<file path="config.mk">
export PLATFORM = sky130hd
export DESIGN_NAME = mousetrap_sync_pipe
export DESIGN_NICKNAME = d
export VERILOG_FILES = /design/src/rtl/mousetrap_sync_pipe.sv
export SDC_FILE = /design/constraint.sdc
export NUM_CORES = 1
export LEC_CHECK = 0
export ABC_AREA = 1
export CAP_MARGIN = 5
export CORE_MARGIN = 4
export CORE_UTILIZATION = 35
export CTS_BUF_LIST = sky130_fd_sc_hd__clkbuf_8
export CTS_CLUSTER_DIAMETER = 40
export DETAILED_ROUTE_END_ITERATION = 10
export SLEW_MARGIN = 0
export SYNTH_ARGS = -nofsm -noshare
export SYNTH_HDL_FRONTEND = slang
export SYNTH_SLANG_ARGS = --single-unit
export TNS_END_PERCENT = 20
</file>
<file path="constraint.sdc">
create_clock -name Clk -period 2.1 [get_ports Clk]
set_input_delay 0.315 -clock Clk [delete_from_list [all_inputs] [get_ports Clk]]
set_output_delay 0.315 -clock Clk [all_outputs]
set_load 0.02 [all_outputs]
</file>
<file path="src/rtl/mousetrap_sync_pipe.sv">
`timescale 1ns/1ps
// Purpose: clocked MouseTrap-style two-phase bundled-data pipeline of DEPTH stages.
// Latency: DEPTH edges from a sampled in_req toggle to out_req into an empty pipe (+2 with SYNC=1).
// Backpressure: a stage captures only when empty; a stalled out_ack freezes the pipe and stops in_ack.
module mousetrap_sync_pipe #(
  parameter int WIDTH = 8,
  parameter int DEPTH = 4,
  parameter bit SYNC  = 1'b0
) (
  input  logic                         Clk,
  input  logic                         extReset,
  input  logic                         in_req,
  input  logic [WIDTH-1:0]             in_data,
  output logic                         in_ack,
  output logic                         out_req,
  output logic [WIDTH-1:0]             out_data,
  input  logic                         out_ack,
  output logic [$clog2(DEPTH+1)-1:0]   Count,
  output logic                         Empty,
  output logic                         Full,
  output logic                         Overrun
);

  localparam int CW = $clog2(DEPTH+1);

  // r / a are the request and acknowledge phases as seen by the pipe
  logic r;
  logic a;

  generate
    if (SYNC) begin : g_sync
      logic [1:0] req_sync;
      logic [1:0] ack_sync;

      // two-flop synchronisers for the asynchronous handshake inputs
      always_ff @(posedge Clk or negedge extReset) begin
        if (!extReset) begin
          req_sync <= '0;
          ack_sync <= '0;
        end else begin
          req_sync <= {req_sync[0], in_req};
          ack_sync <= {ack_sync[0], out_ack};
        end
      end

      assign r = req_sync[1];
      assign a = ack_sync[1];
    end else begin : g_direct
      assign r = in_req;
      assign a = out_ack;
    end
  endgenerate

  // Stage state: one phase bit and one data word per stage
  logic [DEPTH-1:0] p;
  logic [WIDTH-1:0] d     [DEPTH];
  logic [WIDTH-1:0] dprev [DEPTH];

  // Extended phase chain: pe[0] = r, pe[i+1] = p[i], pe[DEPTH+1] = a
  logic [DEPTH+1:0] pe;
  logic [DEPTH-1:0] full;
  logic [DEPTH-1:0] cap;
  logic             rl;

  assign pe = {a, p, r};

  genvar gi;
  generate
    for (gi = 0; gi < DEPTH; gi++) begin : g_stage
      // full: this stage holds a token its successor has not yet taken
      assign full[gi] = pe[gi+1] ^ pe[gi+2];
      // capture when the predecessor offers a token and this stage is empty
      assign cap[gi]  = (pe[gi] ^ pe[gi+1]) & ~full[gi];
      if (gi == 0) begin : g_head
        assign dprev[gi] = in_data;
      end else begin : g_link
        assign dprev[gi] = d[gi-1];
      end
    end
  endgenerate

  // All stages update together from pre-edge phases; non-capturing stages hold
  always_ff @(posedge Clk or negedge extReset) begin
    if (!extReset) begin
      p <= '0;
      for (int i = 0; i < DEPTH; i++) begin
        d[i] <= '0;
      end
    end else begin
      for (int i = 0; i < DEPTH; i++) begin
        if (cap[i]) begin
          p[i] <= pe[i];
          d[i] <= dprev[i];
        end
      end
    end
  end

  // Sticky protocol-violation detector: a new toggle while the previous one is unacknowledged.
  // The offending second toggle returns r to p[0], so no stage ever re-captures that token.
  always_ff @(posedge Clk or negedge extReset) begin
    if (!extReset) begin
      rl      <= 1'b0;
      Overrun <= 1'b0;
    end else begin
      rl <= r;
      if ((r != rl) && (rl != p[0])) begin
        Overrun <= 1'b1;
      end
    end
  end

  assign in_ack   = p[0];
  assign out_req  = p[DEPTH-1];
  assign out_data = d[DEPTH-1];

  // Occupancy: popcount of full stages along the phase chain
  always_comb begin
    Count = '0;
    for (int i = 0; i < DEPTH; i++) begin
      Count = Count + CW'(full[i]);
    end
  end

  assign Empty = (Count == '0);
  assign Full  = (Count == CW'(DEPTH));

endmodule

</file>
After elaboration in Yosys (flattened, before gate mapping). Index checks and enable logic that the tools add are counted.

Equal/unequal tests: 3. Add/sub/neg operators: 3. Reduce and logical (&&, ||, !) cells: 2. Bitwise operators: 13.

Operator list (number): $xor A1 B1 Y1 (5); $and A1 B1 Y1 (4); $not A1 Y1 (4); $add A2 B1 Y3 (1); $add A3 B1 Y3 (1); $eq A3 B3 Y1 const B (1); $logic_not A3 Y1 (1); $add A1 B1 Y2 (1); $ne A1 B1 Y1 (2); $logic_and A1 B1 Y1 (1).

Input bits: 12. Register bits: 38.

Logic depth before layout (Yosys ltp). Gate-level depths: netlist of the first run.

Word-level depth: 5. Gate-level depth with buffers: 8.

Least setup slack after synthesis of the first run. OpenSTA, ideal clock, no wires.

Path type: reg-to-output. Start: register p[3]. End: output Full. Slack: -495 ps. Data arrival time: 2280 ps. Stages on the path, launching flop included: 8. Required time: 1785 ps. Path through: dfrtp_1 -> nand2_1 -> nand2_2 -> inv_1 -> ha_1 -> ha_1 -> ha_1 -> nor3b_1.

Cells in the longest elaborated chain, start to end: 4. Elaborated cells on any way between the ends: 5. Classes of those cells: add/sub: 2; eq/ne: 1; bitwise: 2.

Ends and longest elaborated chain: start: declaration (RTL line 55) `logic [DEPTH-1:0] p;`; start signal: indexed assignment (RTL line 92) `p[i] <= pe[i];`; $xor A1 B1 Y1 (RTL line 71) `assign full[gi] = pe[gi+1] ^ pe[gi+2];`; $add A2 B1 Y3 (RTL line 121) `Count = Count + CW'(full[i]);`; $add A3 B1 Y3 (*) (RTL line 121); named net Count[1] (RTL line 18) `output logic [$clog2(DEPTH+1)-1:0] Count,`; $eq A3 B3 Y1 (*) (RTL line 126) `assign Full = (Count == CW'(DEPTH));`; end: declaration (RTL line 20) `output logic Full,`.

Mark *: on every way through the listed nets, which the timed path passes. The rest lies on a longest branch.

Worst setup path after layout of the first run.
Start: register p[0]. End: output Full.

Cells in the longest elaborated chain, start to end: 5.

Ends and longest elaborated chain (RTL line): $xor A1 B1 Y1 (71); $add A1 B1 Y2 (121); $add A2 B1 Y3 (121); $add A3 B1 Y3 (121); $eq A3 B3 Y1 (126).

No other way between the ends.

==> reports/metrics.cfg, run 1 <==
[status]
outcome=finished with violations
violations=negative setup slack

[critical_path]
cp-startpoint=p[0]$_DFFE_PN0P_
regToRegSetupSlack_ns=0.63
cpMostUsedCell=ha_4
endpoint=Full
cp_max_fo=3
cp.arrival_ns=1.89
worstRegToRegCells=6
endpoint_kind=output port
max_stage_delay_ns=0.42
critical_path_class=flip-flop to output port
r2r_start=p[2]$_DFFE_PN0P_
path_depth=6
crit_family=adder cells
start_kind=flip-flop
worstPathCellList=xor2_2 -> ha_4 -> ha_4 -> ha_4 -> nor3b_4 -> buf_6
cp.required_ns=1.78
reg2reg_to=d[16]$_DFFE_PN0P_
slowest_stage=dfrtp_1
cp.buffers_inverters=1

[timing]
slew_viol_final=0
finalHoldViolCount=0
slew_headroom_pct=67.57
rsz0062_at_grt=yes
fmax_mhz=452.8
period_share_pct=105.2
worst_pin_slew_ns=0.4849
min_period_ns=2.208
worst_slack_ns=-0.1082
hold_ws_ns=0.3596
skew_ns=0.004202
setup_violations=4

[clocking]
cts_max_level=2
clock_path_buffers=2
cts.sinks=38
path_clk_slew_ns=0.07
clk_latency_ns=0.28
clk_root_buffer_cell=clkbuf_8
cts_hold_buffers=0
cts_made_buffers=5
cts_tree=built

[yosys]
synth_top_area_share_pct=55.43
synth-async-reset-ratio_pct=100.0
synth-seq-cells=38
synth_ff_type=dfrtp_1
synth_cells=188
syn_area_um2=1715
synth_nets=203
synth_area_leaders=dfrtp_1 (55%), nand2_1 (16%), nand3_1 (9.3%)
synth_common_cells=nand2_1 (71), dfrtp_1 (38), nand3_1 (32)
yosysMostFrequentCell=nand2_1
synth_edf_count=0
syn_area_per_cell_um2=9.124
ys_seq_area_share_pct=55.43
ys_types=21
yosysTopAreaCell=dfrtp_1
yosysWarnings=0

[drt]
drt_iter0_markers=93
drtPass1Iterations=4
vias=1271
drt_wl_total_um=3119
avgRoutedWirePerCell_um=10.47
via_per_inst=4.265
drc=0
drtAntennaViolNets=0

[pwr]
ir_drop_v=0.0006592
p_per_area_nw_per_um2=1997
finalPower_mw=4.595
leakage_nw=1.175

[floorplan]
die_h_um=78.01
die-area_um2=6086
die_w_um=78.01
io_pins=28
core_area_um2=4723
rows=25
start_util_pct=36.32

[place]
hpwlAfterDp_um=2346
port_buffers=27
place_ws_ns=-0.7366
dp_cells=287
gp_congestion=0.7843

[global_route]
grt_pass1_vias=1299
grt_pass1_wl_um=5609
grtUsageTotal_pct=11.41
grt_overflow_total=0
grt_max_degree=19
antenna_found_initial=0

[layout]
n_antenna_cell=0
area_growth_syn_to_layout_pct=34.14
drive_gt1_share_pct=23.81
fillers=467
instances_no_fill=298
multi_input_area_um2=721.9
fin_nets=245
seq_area_um2=952.2

[flow_run]
cap_viol_max_count=0

[min_path]
hp-class=input port to asynchronous set/reset pin

## layout make-up
cell class | count | area share (%)
Multi-Input combinational cell | 131 | 31.38
Sequential cell | 38 | 41.38
Timing Repair Buffer | 45 | 17.35
Tap cell | 67 | 3.643
Inverter | 9 | 1.468
Clock buffer | 8 | 4.785
## registers in the layout (all words and copies together), names as in the netlist
register	flops
rl	1
Overrun	1
out_data	8
p	4
d	24
## routing by layer
| layer | share of wire [%] | vias to the layer above | GRT usage [%] |
|---|---|---|---|
| met3 | 5.4 | 4 | 3.211 |
| met2 | 47 | 26 | 19.78 |
| met1 | 46 | 567 | 13.91 |
| met5 | 0 | - | 0 |
| met4 | 0.99 | 0 | 3.147 |
| li1 | - | 674 | - |
## cells in the final DEF (no fill, tap or decap), types with 2 or more instances in the layout
cell,netlist,routed
nand2_1,71,70
dfrtp_1,38,37
nand3_1,32,32
clkdlybuf4s50_1,0,21
buf_4,9,17
nand2_2,7,8
clkbuf_8,0,8
inv_1,8,6
inv_2,1,3
nor2_4,3,3
a21oi_1,3,3
ha_4,0,3
buf_6,1,3
nand2_4,2,2
o21ai_0,2,2
dlygate4sd2_1,0,2
buf_2,0,2
## worst reg2reg max path: cells and delay by family (launching register included)
family | cells | cell delay, ns
and+or+nand+nor | 3 | 0.29
buffers and inverters | 2 | 0.29
DFF | 1 | 0.41
xor gates and xnor gates | 1 | 0.38
## worst min path at each step
stage | end | depth (start not counted) | startpoint | slack [ns]
floorplan | Overrun$_DFFE_PN0P_ | 0 | extReset | 0.02
global placement | out_data[0]$_DFFE_PN0P_ | 2 | out_data[0]$_DFFE_PN0P_ | 0.45
detailed placement | out_data[5]$_DFFE_PN0P_ | 2 | out_data[5]$_DFFE_PN0P_ | 0.46
CTS | out_data[6]$_DFFE_PN0P_ | 1 | extReset | 0.37
global route | out_data[4]$_DFFE_PN0P_ | 1 | extReset | 0.38
finish | out_data[6]$_DFFE_PN0P_ | 1 | extReset | 0.36
## cell families after synthesis
family | after synthesis | synth area share [%]
buf+inv | 19 | 6.564
flops | 38 | 55.43
simple gates | 119 | 32.02
compound gates | 7 | 2.334
xor+xnor | 2 | 1.459
fa+ha+maj | 3 | 2.188
## through the flow
step                      TNS (ns)  cell area (um2)  utilization (%)
final                      -0.2079             2301            48.72
after global routing       -0.4823             2301            48.72
after CTS                  -0.3524             2286            48.40
after detailed placement    -3.016             2142            45.35
after global placement      -2.956             2142            45.35
after floorplan                  0             1754                -
## repair_timing
item                                    4_1_cts  5_1_grt
gates resized for setup                      25        4
setup buffers                                 1        2
endpoints found under the setup margin        5        5
pin swaps                                     6        4
## report_power, final
group | total [mW] | internal [mW] | switching (mW)
Sequential | 1.25 | 1.06 | 0.195
Combinational | 2.76 | 1.26 | 1.51
Clock | 0.576 | 0.331 | 0.245
Total | 4.59 | 2.65 | 1.94
No activity file was read; power rests on OpenSTA's default activity.
==> run 2: changes to the inputs <==
CTS_CLUSTER_SIZE = 24   (was not set)
==> results of run 2 <==
The final DEF is identical to that of run 1; final timing and power are the same.
==> run 3: changes to the inputs <==
ABC_AREA = not set   (was 1)
CTS_BUF_LIST = sky130_fd_sc_hd__clkbuf_2 sky130_fd_sc_hd__clkbuf_4 sky130_fd_sc_hd__clkbuf_8   (was sky130_fd_sc_hd__clkbuf_8)
clock period = 2.55 ns   (was 2.1 ns; I/O delays follow)
==> reports/metrics.cfg, run 3 <==
[timing]
hold_ws_ns=0.2283
skew_ns=0.006128
setup_violations=0
fmax_mhz=438.9
worst_slack_ns=0.2717
min_period_ns=2.278
slew_viol_final=0
slew_headroom_pct=39.71
finalHoldViolCount=0
rsz0062_at_grt=no
period_share_pct=89.34
worst_pin_slew_ns=0.9044

[yosys]
synth-seq-cells=38
synth-async-reset-ratio_pct=100.0
synth_edf_count=0
syn_area_um2=2464
synth_top_area_share_pct=38.60
synth_area_leaders=dfrtp_1 (39%), nor3b_1 (7.6%), o21ai_0 (6.7%)
synth_common_cells=dfrtp_1 (38), o21ai_0 (33), nor3b_1 (25)
ys_types=30
yosysMostFrequentCell=dfrtp_1
yosysWarnings=0
synth_cells=267
synth_ff_type=dfrtp_1
syn_area_per_cell_um2=9.227
yosysTopAreaCell=dfrtp_1
synth_nets=282
ys_seq_area_share_pct=38.60

[layout]
layout_common_cells=dfrtp_1 (36), o21ai_0 (33), nor3b_1 (24)
largest_reg_flops=24
n_antenna_cell=0
fin_nets=292
regMostFlops=d
postLayoutCoreUtil_pct=41.69
seq_area_um2=953.4
fillers=683
final_common_cell=dfrtp_1
area_growth_syn_to_layout_pct=15.59
drive_gt1_share_pct=14.44
instances_no_fill=373
fin_area_um2=2848
multi_input_area_um2=1334

[global_route]
grt_max_degree=80
grt_pass1_vias=1857
grt_pass1_wl_um=9142
grtUsageTotal_pct=12.96
antenna_found_initial=0
grt_overflow_total=0

[drt]
drt_iter0_markers=129
drt_wl_total_um=5306
drc=0
via_per_inst=5.405
avgRoutedWirePerCell_um=14.23
drtAntennaViolNets=0
vias=2016
drtPass1Iterations=4

[critical_path]
cp.buffers_inverters=1
cp.required_ns=2.17
max_stage_delay_ns=0.39
worstPathCellList=xor2_1 -> ha_1 -> a211o_1 -> ha_4 -> nor3b_4 -> buf_6
cp_max_fo=3
start_kind=flip-flop
endpoint_kind=output port
cp.arrival_ns=1.90
path_depth=6
worstRegToRegCells=5
slowest_stage=dfrtp_1
crit_family=adder cells
critical_path_class=flip-flop to output port

[clocking]
cts.sinks=38
path_clk_slew_ns=0.07
clock_path_buffers=2
clk_root_buffer_cell=clkbuf_8
cts_tree=built
cts_max_level=2
cts_made_buffers=5
clk_latency_ns=0.28

[floorplan]
die_w_um=91.90
rows=30
die-area_um2=8446
die_h_um=91.90
io_pins=28
core_area_um2=6832
start_util_pct=36.06

[place]
place_ws_ns=-0.5405
gp_congestion=0.7133
hpwlAfterDp_um=3322
detailed_place.area_um2=2751
dp_cells=366
port_buffers=27

[flow_run]
cap_viol_max_count=0

[pwr]
leakage_nw=0.9965
p_per_area_nw_per_um2=1515
ir_drop_v=0.0005853

[min_path]
hp-class=input port to asynchronous set/reset pin

[status]
outcome=complete, no violations

run 3: cell types whose count changed after synthesis, sizes merged, moves of 8 or more:
cell	delta
nand2	-77
nand3	-32
o21ai	+32
nor3b	+24
buf	+20
nor2b	+17
nor2	+16
nor3	+16
o221a	+16
nand3b	+9
a211oi	+8
o22ai	+8
o311a	+8
o31ai	+8
run 3: kinds of logic (layout without fill, tap and decap cells):
| kind of cell | Yosys count | count (layout) | share of synthesized area, % |
|---|---|---|---|
| xor gates and xnor gates | 3 | 3 | 1.067 |
| and+or+nand+nor | 95 | 95 | 22.65 |
| AOI/OAI and AO/OA | 88 | 88 | 26.05 |
| buffers and inverters | 38 | 48 | 8.786 |
| adders and majority gates | 4 | 4 | 1.930 |
| DFF | 38 | 38 | 38.60 |
| muxes | 1 | 1 | 0.9141 |
run 3: stage by stage:
step	power, mW	TNS [ns]
5_1_grt	4.692	0
3_5_place_dp	3.942	-1.828
6_report	4.313	0
3_3_place_gp	3.867	-1.847
2_1_floorplan	3.243	-0.03553
4_1_cts	4.389	-0.03212
run 3: area by class of cell:
cell class                      instances  area share (%)
Multi-Input combinational cell        191           46.84
Sequential cell                        38           33.48
Timing Repair Buffer                   38           12.13
Tap cell                               96           4.218
Clock buffer                            7           2.944
Inverter                                3          0.3954
run 3: path summary, 6_finish.rpt:
kind | from | endpoint | slack [ns]
worst max register to register | p[2]$_DFFE_PN0P_ | d[22]$_DFFE_PN0P_ | 0.66
min in group Clk | Overrun$_DFFE_PN0P_ | Overrun$_DFFE_PN0P_ | 0.48
worst min register to register | Overrun$_DFFE_PN0P_ | Overrun$_DFFE_PN0P_ | 0.48
max in group asynchronous | extReset | p[0]$_DFFE_PN0P_ | 1.69
worst min-delay path | extReset | out_data[7]$_DFFE_PN0P_ | 0.23
worst max-delay path | p[3]$_DFFE_PN0P_ | Full | 0.27
run 3: report_power, final:
group / switching [mW] / leakage [nW] / internal (mW)
logic: 1.44 / 0.538 / 1.26
clock network: 0.200 / 0.0452 / 0.210
registers: 0.303 / 0.414 / 0.901
total: 1.94 / 0.997 / 2.37
run 3: what timing repair did:
item                                    4_1_cts  5_1_grt
pin swaps                                     1        2
hold buffers                                  0        0
resized for setup                            16        3
buffers inserted                              0        0
endpoints found under the setup margin        5        4
endpoints found under the hold margin         0        0
run 3: worst reg2reg max path: stages, from the launching register on:
cell	delay, ns
dfrtp_2	0.37
buf_4	0.13
buf_4	0.54
nand2b_1	0.43
o31ai_1	0.11
a211oi_1	0.23
run 3: layer usage:
layer	wire, um	share of wire, %	GRT usage, %
met4	23	0.43	3.342
met3	223	4.2	2.871
met1	2676	50	18.34
met2	2382	45	20.01
met5	0	0	0
